--- config.mk ---
export PLATFORM = sky130hd
export DESIGN_NAME = fetch_stage
export DESIGN_NICKNAME = d
export VERILOG_FILES = /design/src/rtl/fetch_pkg.sv /design/src/rtl/pc_reg.sv /design/src/rtl/fetch_stage.sv
export SDC_FILE = /design/constraint.sdc
export NUM_CORES = 1
export LEC_CHECK = 0
export ABC_AREA = 1
export CAP_MARGIN = 30
export CORE_ASPECT_RATIO = 1.5
export CORE_UTILIZATION = 45
export CTS_CLUSTER_DIAMETER = 40
export DETAILED_ROUTE_END_ITERATION = 16
export GPL_ROUTABILITY_DRIVEN = 1
export PLACE_DENSITY = 0.79
export SYNTH_ARGS = -nofsm -noshare
export SYNTH_HDL_FRONTEND = slang
export SYNTH_SLANG_ARGS = --single-unit
--- constraint.sdc ---
create_clock -name clk -period 1.7 [get_ports clk]
set_clock_uncertainty 0.2 [all_clocks]
set_input_delay 0.34 -clock clk [delete_from_list [all_inputs] [get_ports clk]]
set_output_delay 0.34 -clock clk [all_outputs]
set_load 0.02 [all_outputs]
--- src/rtl/fetch_pkg.sv ---
// Shared constants for the instruction fetch stage: default reset PC,
// instruction memory span and the bubble/fault instruction encoding.
package fetch_pkg;

  localparam logic [31:0]   NOP_INSTR              = 32'h0000_0000;
  localparam logic [31:0]   DEFAULT_RESET_PC       = 32'h0000_0000;
  localparam int unsigned   DEFAULT_IMEM_ADDR_BITS = 10;

endpackage

--- src/rtl/pc_reg.sv ---
// Program counter register: synchronous reset, word-aligned load, +4 increment, else hold.
module pc_reg #(
  parameter logic [31:0] RESET_PC = 32'h0000_0000
) (
  input  logic        clk,
  input  logic        rst,
  input  logic        i_load,
  input  logic [29:0] i_load_word,
  input  logic        i_inc,
  output logic [31:0] o_pc
);

  logic [31:0] r_pc;

  // Load wins over increment; both paths keep bits [1:0] at zero.
  always_ff @(posedge clk) begin
    if (rst) begin
      r_pc <= {RESET_PC[31:2], 2'b00};
    end else if (i_load) begin
      r_pc <= {i_load_word, 2'b00};
    end else if (i_inc) begin
      r_pc <= r_pc + 32'd4;
    end
  end

  assign o_pc = r_pc;

endmodule

--- src/rtl/fetch_stage.sv ---
// Instruction fetch stage: drives the PC to instruction memory and captures the
// returned word into the IF/ID register with stall, back-pressure and redirect handling.
module fetch_stage
  import fetch_pkg::*;
#(
  parameter logic [31:0] RESET_PC       = DEFAULT_RESET_PC,
  parameter int unsigned IMEM_ADDR_BITS = DEFAULT_IMEM_ADDR_BITS
) (
  input  logic        clk,
  input  logic        rst,
  output logic [31:0] imem_addr,
  input  logic [31:0] imem_rdata,
  input  logic        stall,
  input  logic        redirect_valid,
  input  logic [31:0] redirect_target,
  output logic        out_valid,
  input  logic        out_ready,
  output logic [31:0] out_instr,
  output logic [31:0] out_pc,
  output logic [31:0] out_pc_plus4,
  output logic        out_fault,
  output logic [31:0] fetch_count
);

  logic [31:0] w_pc;
  logic        w_advance;
  logic        w_fetch;
  logic        w_out_of_range;

  logic        r_valid;
  logic [31:0] r_instr;
  logic [31:0] r_pc;
  logic [31:0] r_pc_plus4;
  logic        r_fault;
  logic [31:0] r_count;

  assign w_advance = !r_valid || out_ready;
  assign w_fetch   = !redirect_valid && w_advance && !stall;

  // Any PC bit at or above the memory span marks the fetch as faulting.
  assign w_out_of_range = (IMEM_ADDR_BITS < 32) ? ((w_pc >> IMEM_ADDR_BITS) != 32'd0) : 1'b0;

  pc_reg #(
    .RESET_PC (RESET_PC)
  ) u_pc_reg (
    .clk         (clk),
    .rst         (rst),
    .i_load      (redirect_valid),
    .i_load_word (redirect_target[31:2]),
    .i_inc       (w_fetch),
    .o_pc        (w_pc)
  );

  always_ff @(posedge clk) begin
    if (rst) begin
      r_valid    <= 1'b0;
      r_instr    <= 32'd0;
      r_pc       <= 32'd0;
      r_pc_plus4 <= 32'd0;
      r_fault    <= 1'b0;
      r_count    <= 32'd0;
    end else if (redirect_valid) begin
      // Squash whatever is held, even if downstream has not accepted it.
      r_valid <= 1'b0;
    end else if (w_advance) begin
      if (stall) begin
        r_valid <= 1'b0;
      end else begin
        r_valid    <= 1'b1;
        r_instr    <= w_out_of_range ? NOP_INSTR : imem_rdata;
        r_pc       <= w_pc;
        r_pc_plus4 <= w_pc + 32'd4;
        r_fault    <= w_out_of_range;
        r_count    <= r_count + 32'd1;
      end
    end
  end

  assign imem_addr    = w_pc;
  assign out_valid    = r_valid;
  assign out_instr    = r_instr;
  assign out_pc       = r_pc;
  assign out_pc_plus4 = r_pc_plus4;
  assign out_fault    = r_fault;
  assign fetch_count  = r_count;

endmodule

==> impl_summary.txt, run 1 <==
----------------------------------------------------
[Run status]
  Status ... finished with violations
  Violated checks ... negative setup slack

[Synth]
  Multiplexer area fraction after synthesis ... 0%
  Post-synth ARST share ... 0%
  Combinational family with the most area after synthesis ... simple AND/OR/NAND/NOR gates
  Post-Synthesis Cell Area ... roughly 7200 sq um
  Sequential area share after synthesis ... 43.08%
  Synth Area in Compound Gates ... 15.22%
  Yosys Warn Count ... 0
  Count leader, synth ... sky130_fd_sc_hd__nand2_1
  Cell variety after synth ... 36
  Number of register bits inferred by synthesis ... approximately 160
  Basic-gate share of the synthesized area counting and, or, nand and nor cells ... between 30% and 40%
  Area fraction of the dominant cell type after synthesis ... between 40 and 50%
  Most numerous cell types in the synthesized netlist ... sky130_fd_sc_hd__nand2_1, sky130_fd_sc_hd__dfxtp_1, sky130_fd_sc_hd__a21oi_1
  Xor-xnor portion of the synthesized cell area ... between 1.5 and 2%
  Post-Syn Instances ... roughly 1000
  Cell types with the largest area share after synthesis ... sky130_fd_sc_hd__dfxtp_1, sky130_fd_sc_hd__nand2_1, sky130_fd_sc_hd__a21oi_1
  Cell taking the most area after synthesis ... sky130_fd_sc_hd__dfxtp_1
  Fraction of the mapped netlist area in adder cells ... less than 1%
  Commonest register cell after synthesis ... sky130_fd_sc_hd__dfxtp_1
  Avg Inst Size Synth ... 6.937 sq um
  EDFF count, synth ... 0

[Critical path]
  Crit path cell chain ... buf_4, nand2_1, nor2_2, buf_4, nand2_1, nor2_2, nand2_4, nand2_2, nand3_2, a21oi_1
  CP Class ... reg2reg
  Worst-case reg-to-reg path depth ... 10
  Setup crit end ... out_pc_plus4[28]$_SDFFE_PP0P_
  Terminus of the critical flop-to-flop path ... out_pc_plus4[28]$_SDFFE_PP0P_
  Maximum net fanout on the critical path ... 3
  Minimum setup slack among reg-to-reg paths ... -0.05 ns
  Endpoint class of the critical path ... register
  Worst path bufs/invs ... 2
  Timing startpoint of the critical path ... u_pc_reg.o_pc[14]$_SDFFE_PP0P_
  Critical path's slowest cell ... sky130_fd_sc_hd__dfxtp_4
  Number of stages on the worst setup path ... 10
  Worst flop-to-flop path startpoint ... u_pc_reg.o_pc[14]$_SDFFE_PP0P_
  Crit path max-delay family ... simple AND/OR/NAND/NOR gates
  Largest stage delay, worst path ... ~0.35 ns
  Startpoint Class ... register
  WP data arrival ... ~1.9 ns
  Required @ worst endpoint ... about 1.9 ns

[Global routing]
  Antenna violations before repair ... 0
  Total routing usage reported by global routing ... between 20% and 30%
  Wire length of the first global-routing pass ... around 39 mm
  Largest net degree at the start of global routing ... ~50
  GR Overflow Total ... 0
  Number of global-route vias before repair ... 8025

[Power]
  Switching share of power ... 28.19%
  Total internal power ... roughly 6500 uW
  Switching power ... roughly 2500 uW
  Power per standard cell area ... 796.3 nW/um^2
  VDD IR-drop max ... approximately 0.00069 V
  Static leakage ... 0.004729 uW
  Sequential share of power ... 43.2%
  Clock network fraction of total power ... 42.1%
  Fraction of power consumed by combinational cells ... approximately 15%

[Clocking]
  Root buffer cell ... sky130_fd_sc_hd__clkbuf_16
  Number of clock sinks seen by CTS ... around 160
  Buffer depth of the longest clock path ... 2
  Number of buffers added by the clock tree synthesis step ... 17
  CTS tree ... done
  Max H-tree Level ... 4
  Clock-pin slew on the worst setup and hold paths ... 0.06 ns
  Clock latency on the worst-skew pair ... roughly 0.42 ns

[Timing]
  Setup TNS Final ... -0.2563 ns
  Final Hold Violating Endpoints ... 0
  Max-slew violation total from the final report ... 0
  Final WS setup ... -0.05184 ns
  Setup repair after global routing missed its margin ... true
  Share of the clock period used by the worst path ... 103.0%
  Minimum clock period after layout ... 1.752 ns
  Timing-limited maximum frequency ... 570.8 MHz
  Number of setup violations in the final report ... 10

[Detailed routing]
  Via density per instance ... between 5 and 6
  DR WL/cell ... 17.43 um
  Count of TritonRoute iterations in the first routing pass ... 5
  Total routed wirelength ... approximately 27 mm
  Iteration-0 DRC count of the detailed router ... 543
  Antenna violation net count after detailed routing ... 0
  DRC viols ... 0
  Count of vias placed by the detailed router ... between 8000 and 9000

[Layout]
  Layout overhead on the synthesized area ... 55.95%
  Number of diodes ... 0
  Fill cell count ... roughly 1200
  Share of final-layout standard cells stronger than drive strength 1 ... approximately 24%
  Number of standard cells in the final layout excluding fillers ... 1543
  Total Nets Final ... 1398

[Min path]
  Worst min-delay path class ... in2reg

[Placement]
  Global placer's final weighted congestion ... about 0.93
  Final HPWL DP ... about 18 mm
  # port buffers ... between 200 and 250
  Placed insts ... between 1000 and 1500

[Floorplanning]
  I/O Pins ... approximately 230
  Initial Utilization ... 46.19%
  Core box area ... between 15000 and 20000 sq um
  Row cnt ... 56
  Overall die width ... between 100 and 150 um
  Die Y-Extent ... about 160 um
  Full die area ... 16630 sq um

[Run]
  # Max-Cap Violations ... 0

----------------------------------------------------
per-stage QoR:
stage / power, uW / hold WS (ns) / setup WS (ns) / instance area (sq um) / utilization [%]
floorplan: 4555 / 0.2359 / 0.04076 / 7271 / -
global placement: 5204 / 0.2509 / -0.3994 / 10110 / 64.44
detailed placement: 5218 / 0.2549 / -0.4693 / 10110 / 64.44
CTS: 8915 / 0.2102 / -0.03197 / 10760 / 68.57
global route: 9272 / 0.08910 / -0.1175 / 11310 / 72.03
finish: 9003 / 0.06832 / -0.05184 / 11310 / 72.03
placed cells by master, fill, tap and decap left out, types with 14 or more instances in the layout:
| cell | synthesis | final |
|---|---|---|
| sky130_fd_sc_hd__dlygate4sd2_1 | 0 | 94 |
| sky130_fd_sc_hd__clkdlybuf4s15_2 | 0 | 34 |
| sky130_fd_sc_hd__clkdlybuf4s50_1 | 0 | 62 |
| sky130_fd_sc_hd__nand4_1 | 37 | 37 |
| sky130_fd_sc_hd__o21ai_1 | 27 | 32 |
| sky130_fd_sc_hd__nor2_1 | 107 | 80 |
| sky130_fd_sc_hd__dfxtp_2 | 0 | 30 |
| sky130_fd_sc_hd__o21ai_0 | 61 | 54 |
| sky130_fd_sc_hd__nand2_2 | 7 | 18 |
| sky130_fd_sc_hd__dfxtp_4 | 0 | 14 |
| sky130_fd_sc_hd__a21oi_1 | 111 | 103 |
| sky130_fd_sc_hd__nand2_1 | 303 | 285 |
| sky130_fd_sc_hd__nor2_2 | 7 | 22 |
| sky130_fd_sc_hd__nor2_4 | 9 | 21 |
| sky130_fd_sc_hd__buf_4 | 6 | 68 |
| sky130_fd_sc_hd__dfxtp_1 | 156 | 112 |
| sky130_fd_sc_hd__clkbuf_16 | 0 | 21 |
| sky130_fd_sc_hd__inv_1 | 65 | 63 |
| sky130_fd_sc_hd__nand3_1 | 47 | 35 |
how the worst min path moves through the flow:
| stage | startpoint | to | cells after the start |
|---|---|---|---|
| 2_1_floorplan | stall | out_valid$_SDFFE_PP0N_ | 1 |
| 3_3_place_gp | out_pc_plus4[19]$_SDFFE_PP0P_ | out_pc_plus4[19]$_SDFFE_PP0P_ | 2 |
| 6_report | out_ready | out_valid$_SDFFE_PP0N_ | 4 |
| 4_1_cts | rst | out_pc_plus4[24]$_SDFFE_PP0P_ | 3 |
| 5_1_grt | out_ready | out_valid$_SDFFE_PP0N_ | 4 |
| 3_5_place_dp | out_instr[6]$_SDFFE_PP0P_ | out_instr[6]$_SDFFE_PP0P_ | 2 |
power by group through the flow:
stage          combinational [uW]  clock, uW  sequential [uW]
4_1_cts                      1210       3820             3890
3_5_place_dp                 1260          0             3960
5_1_grt                      1400       3970             3900
2_1_floorplan                 468          0             4090
6_report                     1330       3790             3890
3_3_place_gp                 1240          0             3960
flip-flops by register name, summed over array words and instances (netlist names):
signal / count
out_fault: 1
u_pc_reg.o_pc: 30
out_pc_plus4: 30
out_pc: 30
out_instr: 32
out_valid: 1
fetch_count: 32
kinds of logic (layout without fill, tap and decap cells):
logic type	count (synthesis)	count (layout)
xor+xnor	13	13
buf+inv	128	418
other cells	1	6
compound gates	214	214
simple gates	531	531
fa+ha+maj	2	2
flops	156	156
cell type report:
class | count | area [sq um] | area share [%]
multi-input combinational | 766 | 3925 | 34.72
sequential | 156 | 3213 | 28.42
timing repair buffer | 316 | 3062 | 27.08
clock buffer | 19 | 452.9 | 4.006
inverter | 70 | 267.8 | 2.368
tap | 203 | 254.0 | 2.247
clock inverter | 13 | 131.4 | 1.162
tightest hold or removal path, delay by kind of cell:
kind	cells	cell delay, ns
AOI/OAI and AO/OA	1	0.06
buffers and inverters	2	0.14
and+or+nand+nor	1	0.09
repair_timing:
action / CTS / global route
hold buffers: 0 / 1
endpoints found under the hold margin: 0 / 1
cloned: 0 / 5
setup buffers: 5 / 14
endpoints found under the setup margin: 234 / 149
pin swaps: 13 / 37
resized for setup: 298 / 143
routing by layer:
metal	part of all wire [%]	wire, um	global-route usage (%)
met4	6.2	1657	20.11
met2	52	14070	54.73
met1	35	9522	30.05
met5	0	0	0
met3	6.1	1638	5.839
No activity file was read; power rests on OpenSTA's default activity.
==> run 2: changes to the inputs <==
- CTS_BUF_LIST: default -> sky130_fd_sc_hd__clkbuf_16
==> impl_summary.txt, run 2 (same netlist as run 1, synthesis figures left out) <==
----------------------------------------------------
[Timing]
  Minimum clock period after layout ... 1.763 ns (+0.01134 ns)
  Setup repair after global routing missed its margin ... true
  Number of setup violations in the final report ... 10 (unchanged)
  Max-slew violation total from the final report ... 0 (unchanged)
  Timing-limited maximum frequency ... 567.2 MHz (-0.64%)
  Share of the clock period used by the worst path ... 103.7% (+0.67 points)
  Final Hold Violating Endpoints ... 0 (unchanged)
  Final WS setup ... -0.06318 ns (-0.01134 ns)

[Detailed routing]
  Count of TritonRoute iterations in the first routing pass ... 5 (unchanged)
  Antenna violation net count after detailed routing ... 0 (unchanged)
  Total routed wirelength ... 26.61 mm (-1.0%)
  DRC viols ... 0 (unchanged)
  DR WL/cell ... 17.31 um (-0.66%)
  Via density per instance ... 5.485 (+0.74%)
  Count of vias placed by the detailed router ... 8431 (+0.35%)
  Iteration-0 DRC count of the detailed router ... 583 (+7.4%)

[Clocking]
  Clock latency on the worst-skew pair ... 0.42 ns (about the same)
  Number of clock sinks seen by CTS ... 156 (unchanged)
  Number of buffers added by the clock tree synthesis step ... 17 (unchanged)
  Buffer depth of the longest clock path ... 2 (unchanged)
  CTS tree ... done
  Max H-tree Level ... 4 (unchanged)
  Root buffer cell ... sky130_fd_sc_hd__clkbuf_16
  Clock-pin slew on the worst setup and hold paths ... 0.06 ns (about the same)

[Floorplanning]
  Core box area ... 15700 sq um (unchanged)
  Overall die width ... 105.6 um (unchanged)
  Initial Utilization ... 46.19% (unchanged)
  Row cnt ... 56 (unchanged)
  Die Y-Extent ... 157.5 um (unchanged)
  I/O Pins ... 231 (unchanged)
  Full die area ... 16630 sq um (unchanged)

[Critical path]
  Worst path bufs/invs ... 1 (-1)
  WP data arrival ... 1.90 ns (about the same)
  Endpoint class of the critical path ... register
  Worst-case reg-to-reg path depth ... 10 (unchanged)
  CP Class ... reg2reg
  Maximum net fanout on the critical path ... 4 (+1)
  Critical path's slowest cell ... sky130_fd_sc_hd__dfxtp_4
  Startpoint Class ... register
  Minimum setup slack among reg-to-reg paths ... -0.06 ns (about the same)
  Terminus of the critical flop-to-flop path ... u_pc_reg.o_pc[28]$_SDFFE_PP0P_
  Worst flop-to-flop path startpoint ... u_pc_reg.o_pc[2]$_SDFFE_PP0P_
  Required @ worst endpoint ... 1.84 ns (about the same)
  Crit path max-delay family ... simple AND/OR/NAND/NOR gates
  Largest stage delay, worst path ... 0.36 ns (about the same)
  Crit path cell chain ... ha_4, nand2_4, nor2_4, nand2_4, nor2_4, buf_12, nand2_4, nand2_4, nand3_4, o21ai_1
  Library cell appearing most often on the critical path ... sky130_fd_sc_hd__nand2_4

[Layout]
  Total Nets Final ... 1392 (-0.43%)
  FF/Latch Area ... 3206 sq um (-0.23%)
  Most frequent cells in the layout ... sky130_fd_sc_hd__nand2_1, sky130_fd_sc_hd__dfxtp_1, sky130_fd_sc_hd__a21oi_1
  Combined area of the multi-input logic cells ... 3919 sq um (-0.16%)
  Share of final-layout standard cells stronger than drive strength 1 ... 23.24% (-1.1 points)
  Fill cell count ... 1257 (+2.8%)
  Final core area utilization ... 71.37% (-0.66 points)
  Layout overhead on the synthesized area ... 54.52%
  Number of diodes ... 0 (unchanged)
  Number of standard cells in the final layout excluding fillers ... 1537 (-0.39%)
  Commonest non-fill, non-tap cell in the layout ... sky130_fd_sc_hd__nand2_1

[Power]
  Sequential share of power ... 43.8% (+0.6 points)
  Switching share of power ... 28.36% (+0.17 points)
  Fraction of power consumed by combinational cells ... 14.6% (about the same)
  Total internal power ... 6362 uW (-1.6%)
  Switching power ... 2518 uW (-0.77%)
  VDD IR-drop max ... 0.0007105 V (+3.3%)
  Power per standard cell area ... 792.8 nW/um^2 (-0.45%)
  Static leakage ... 0.004668 uW (-1.3%)
  Clock network fraction of total power ... 41.6% (-0.5 points)

[Global routing]
  Global route hottest layer ... met2
  Met3 usage in global routing ... 6.004% (+0.17 points)
  Number of global-route vias before repair ... 7972 (-0.66%)
  Wire length of the first global-routing pass ... 38.63 mm (-0.48%)
  Total routing usage reported by global routing ... 29.54% (-0.12 points)
  GR Overflow Total ... 0 (unchanged)
  Met1 Usage GRT ... 29.98% (-0.077 points)
  Antenna violations before repair ... 0 (unchanged)
  Largest net degree at the start of global routing ... 49 (unchanged)
  GR Layer Usage met2 ... 54.32% (-0.41 points)

[Placement]
  Global placer's final weighted congestion ... 0.9292 (unchanged)
  Final HPWL DP ... 17.76 mm (unchanged)
  Placed insts ... 1487 (unchanged)
  # port buffers ... 222 (unchanged)

[Min path]
  Worst min-delay path class ... in2reg
  Worst hold endpoint ... out_valid$_SDFFE_PP0N_
  Hold Crit Start ... out_ready
  Hold Path Cell Cnt ... 4 (unchanged)

[Run]
  # Max-Cap Violations ... 0 (unchanged)

[Run status]
  Violated checks ... negative setup slack
  Status ... finished with violations

----------------------------------------------------
run 2: power by group through the flow:
stage,combinational [uW],clock [uW],sequential (uW)
finish,1300,3690,3890
global placement,1240,0,3960
detailed placement,1260,0,3960
floorplan,468,0,4090
global route,1380,3860,3900
CTS,1210,3730,3890
run 2: worst max-delay path by stage:
stage | from | cells after the start | slack [ns] | end
2_1_floorplan | u_pc_reg.o_pc[2]$_SDFFE_PP0P_ | 8 | 0.04 | out_pc_plus4[18]$_SDFFE_PP0P_
3_3_place_gp | redirect_valid | 10 | -0.40 | fetch_count[21]$_SDFFE_PP0P_
3_5_place_dp | redirect_valid | 9 | -0.47 | out_instr[12]$_SDFFE_PP0P_
4_1_cts | u_pc_reg.o_pc[3]$_SDFFE_PP0P_ | 10 | -0.03 | out_pc_plus4[28]$_SDFFE_PP0P_
5_1_grt | u_pc_reg.o_pc[2]$_SDFFE_PP0P_ | 10 | -0.11 | u_pc_reg.o_pc[28]$_SDFFE_PP0P_
6_report | u_pc_reg.o_pc[2]$_SDFFE_PP0P_ | 10 | -0.06 | u_pc_reg.o_pc[28]$_SDFFE_PP0P_
run 2: what timing repair did:
item / CTS / global route
setup endpoints to repair: 235 / 150
pin swaps: 16 / 38
hold endpoints to repair: 0 / 1
cloned: 0 / 4
gates resized for setup: 298 / 132
hold buffers: 0 / 1
setup buffers: 5 / 8
run 2: layout make-up:
cell class,count,area share [%]
multi-input cells,766,34.98
flip-flops and latches,156,28.62
repair buffers,310,26.68
clock buffers,17,3.798
inverters,70,2.413
well taps,203,2.267
clock inverters,15,1.240
run 2: stage by stage:
stage               hold WS [ns]  setup WS (ns)  setup TNS (ns)  instance area (sq um)  total power [uW]
finish                   0.07362       -0.06318         -0.2407                  11200              8881
global route             0.08956        -0.1111          -2.788                  11200              9135
CTS                       0.2102       -0.02554        -0.08840                  10740              8819
detailed placement        0.2549        -0.4693          -53.63                  10110              5218
global placement          0.2509        -0.3994          -46.17                  10110              5204
floorplan                 0.2359        0.04076               0                   7271              4555
run 2: worst reg2reg max path: stages (launching register included):
cell,delay (ns)
sky130_fd_sc_hd__dfxtp_4,0.36
sky130_fd_sc_hd__ha_4,0.15
sky130_fd_sc_hd__nand2_4,0.06
sky130_fd_sc_hd__nor2_4,0.14
sky130_fd_sc_hd__nand2_4,0.12
sky130_fd_sc_hd__nor2_4,0.16
sky130_fd_sc_hd__buf_12,0.14
sky130_fd_sc_hd__nand2_4,0.06
sky130_fd_sc_hd__nand2_4,0.08
sky130_fd_sc_hd__nand3_4,0.09
sky130_fd_sc_hd__o21ai_1,0.13
run 2: layer usage:
layer	share of wire (%)	wire, um
met1	36	9479
met2	52	13930
met3	6.1	1632
met4	5.9	1561
met5	0	0
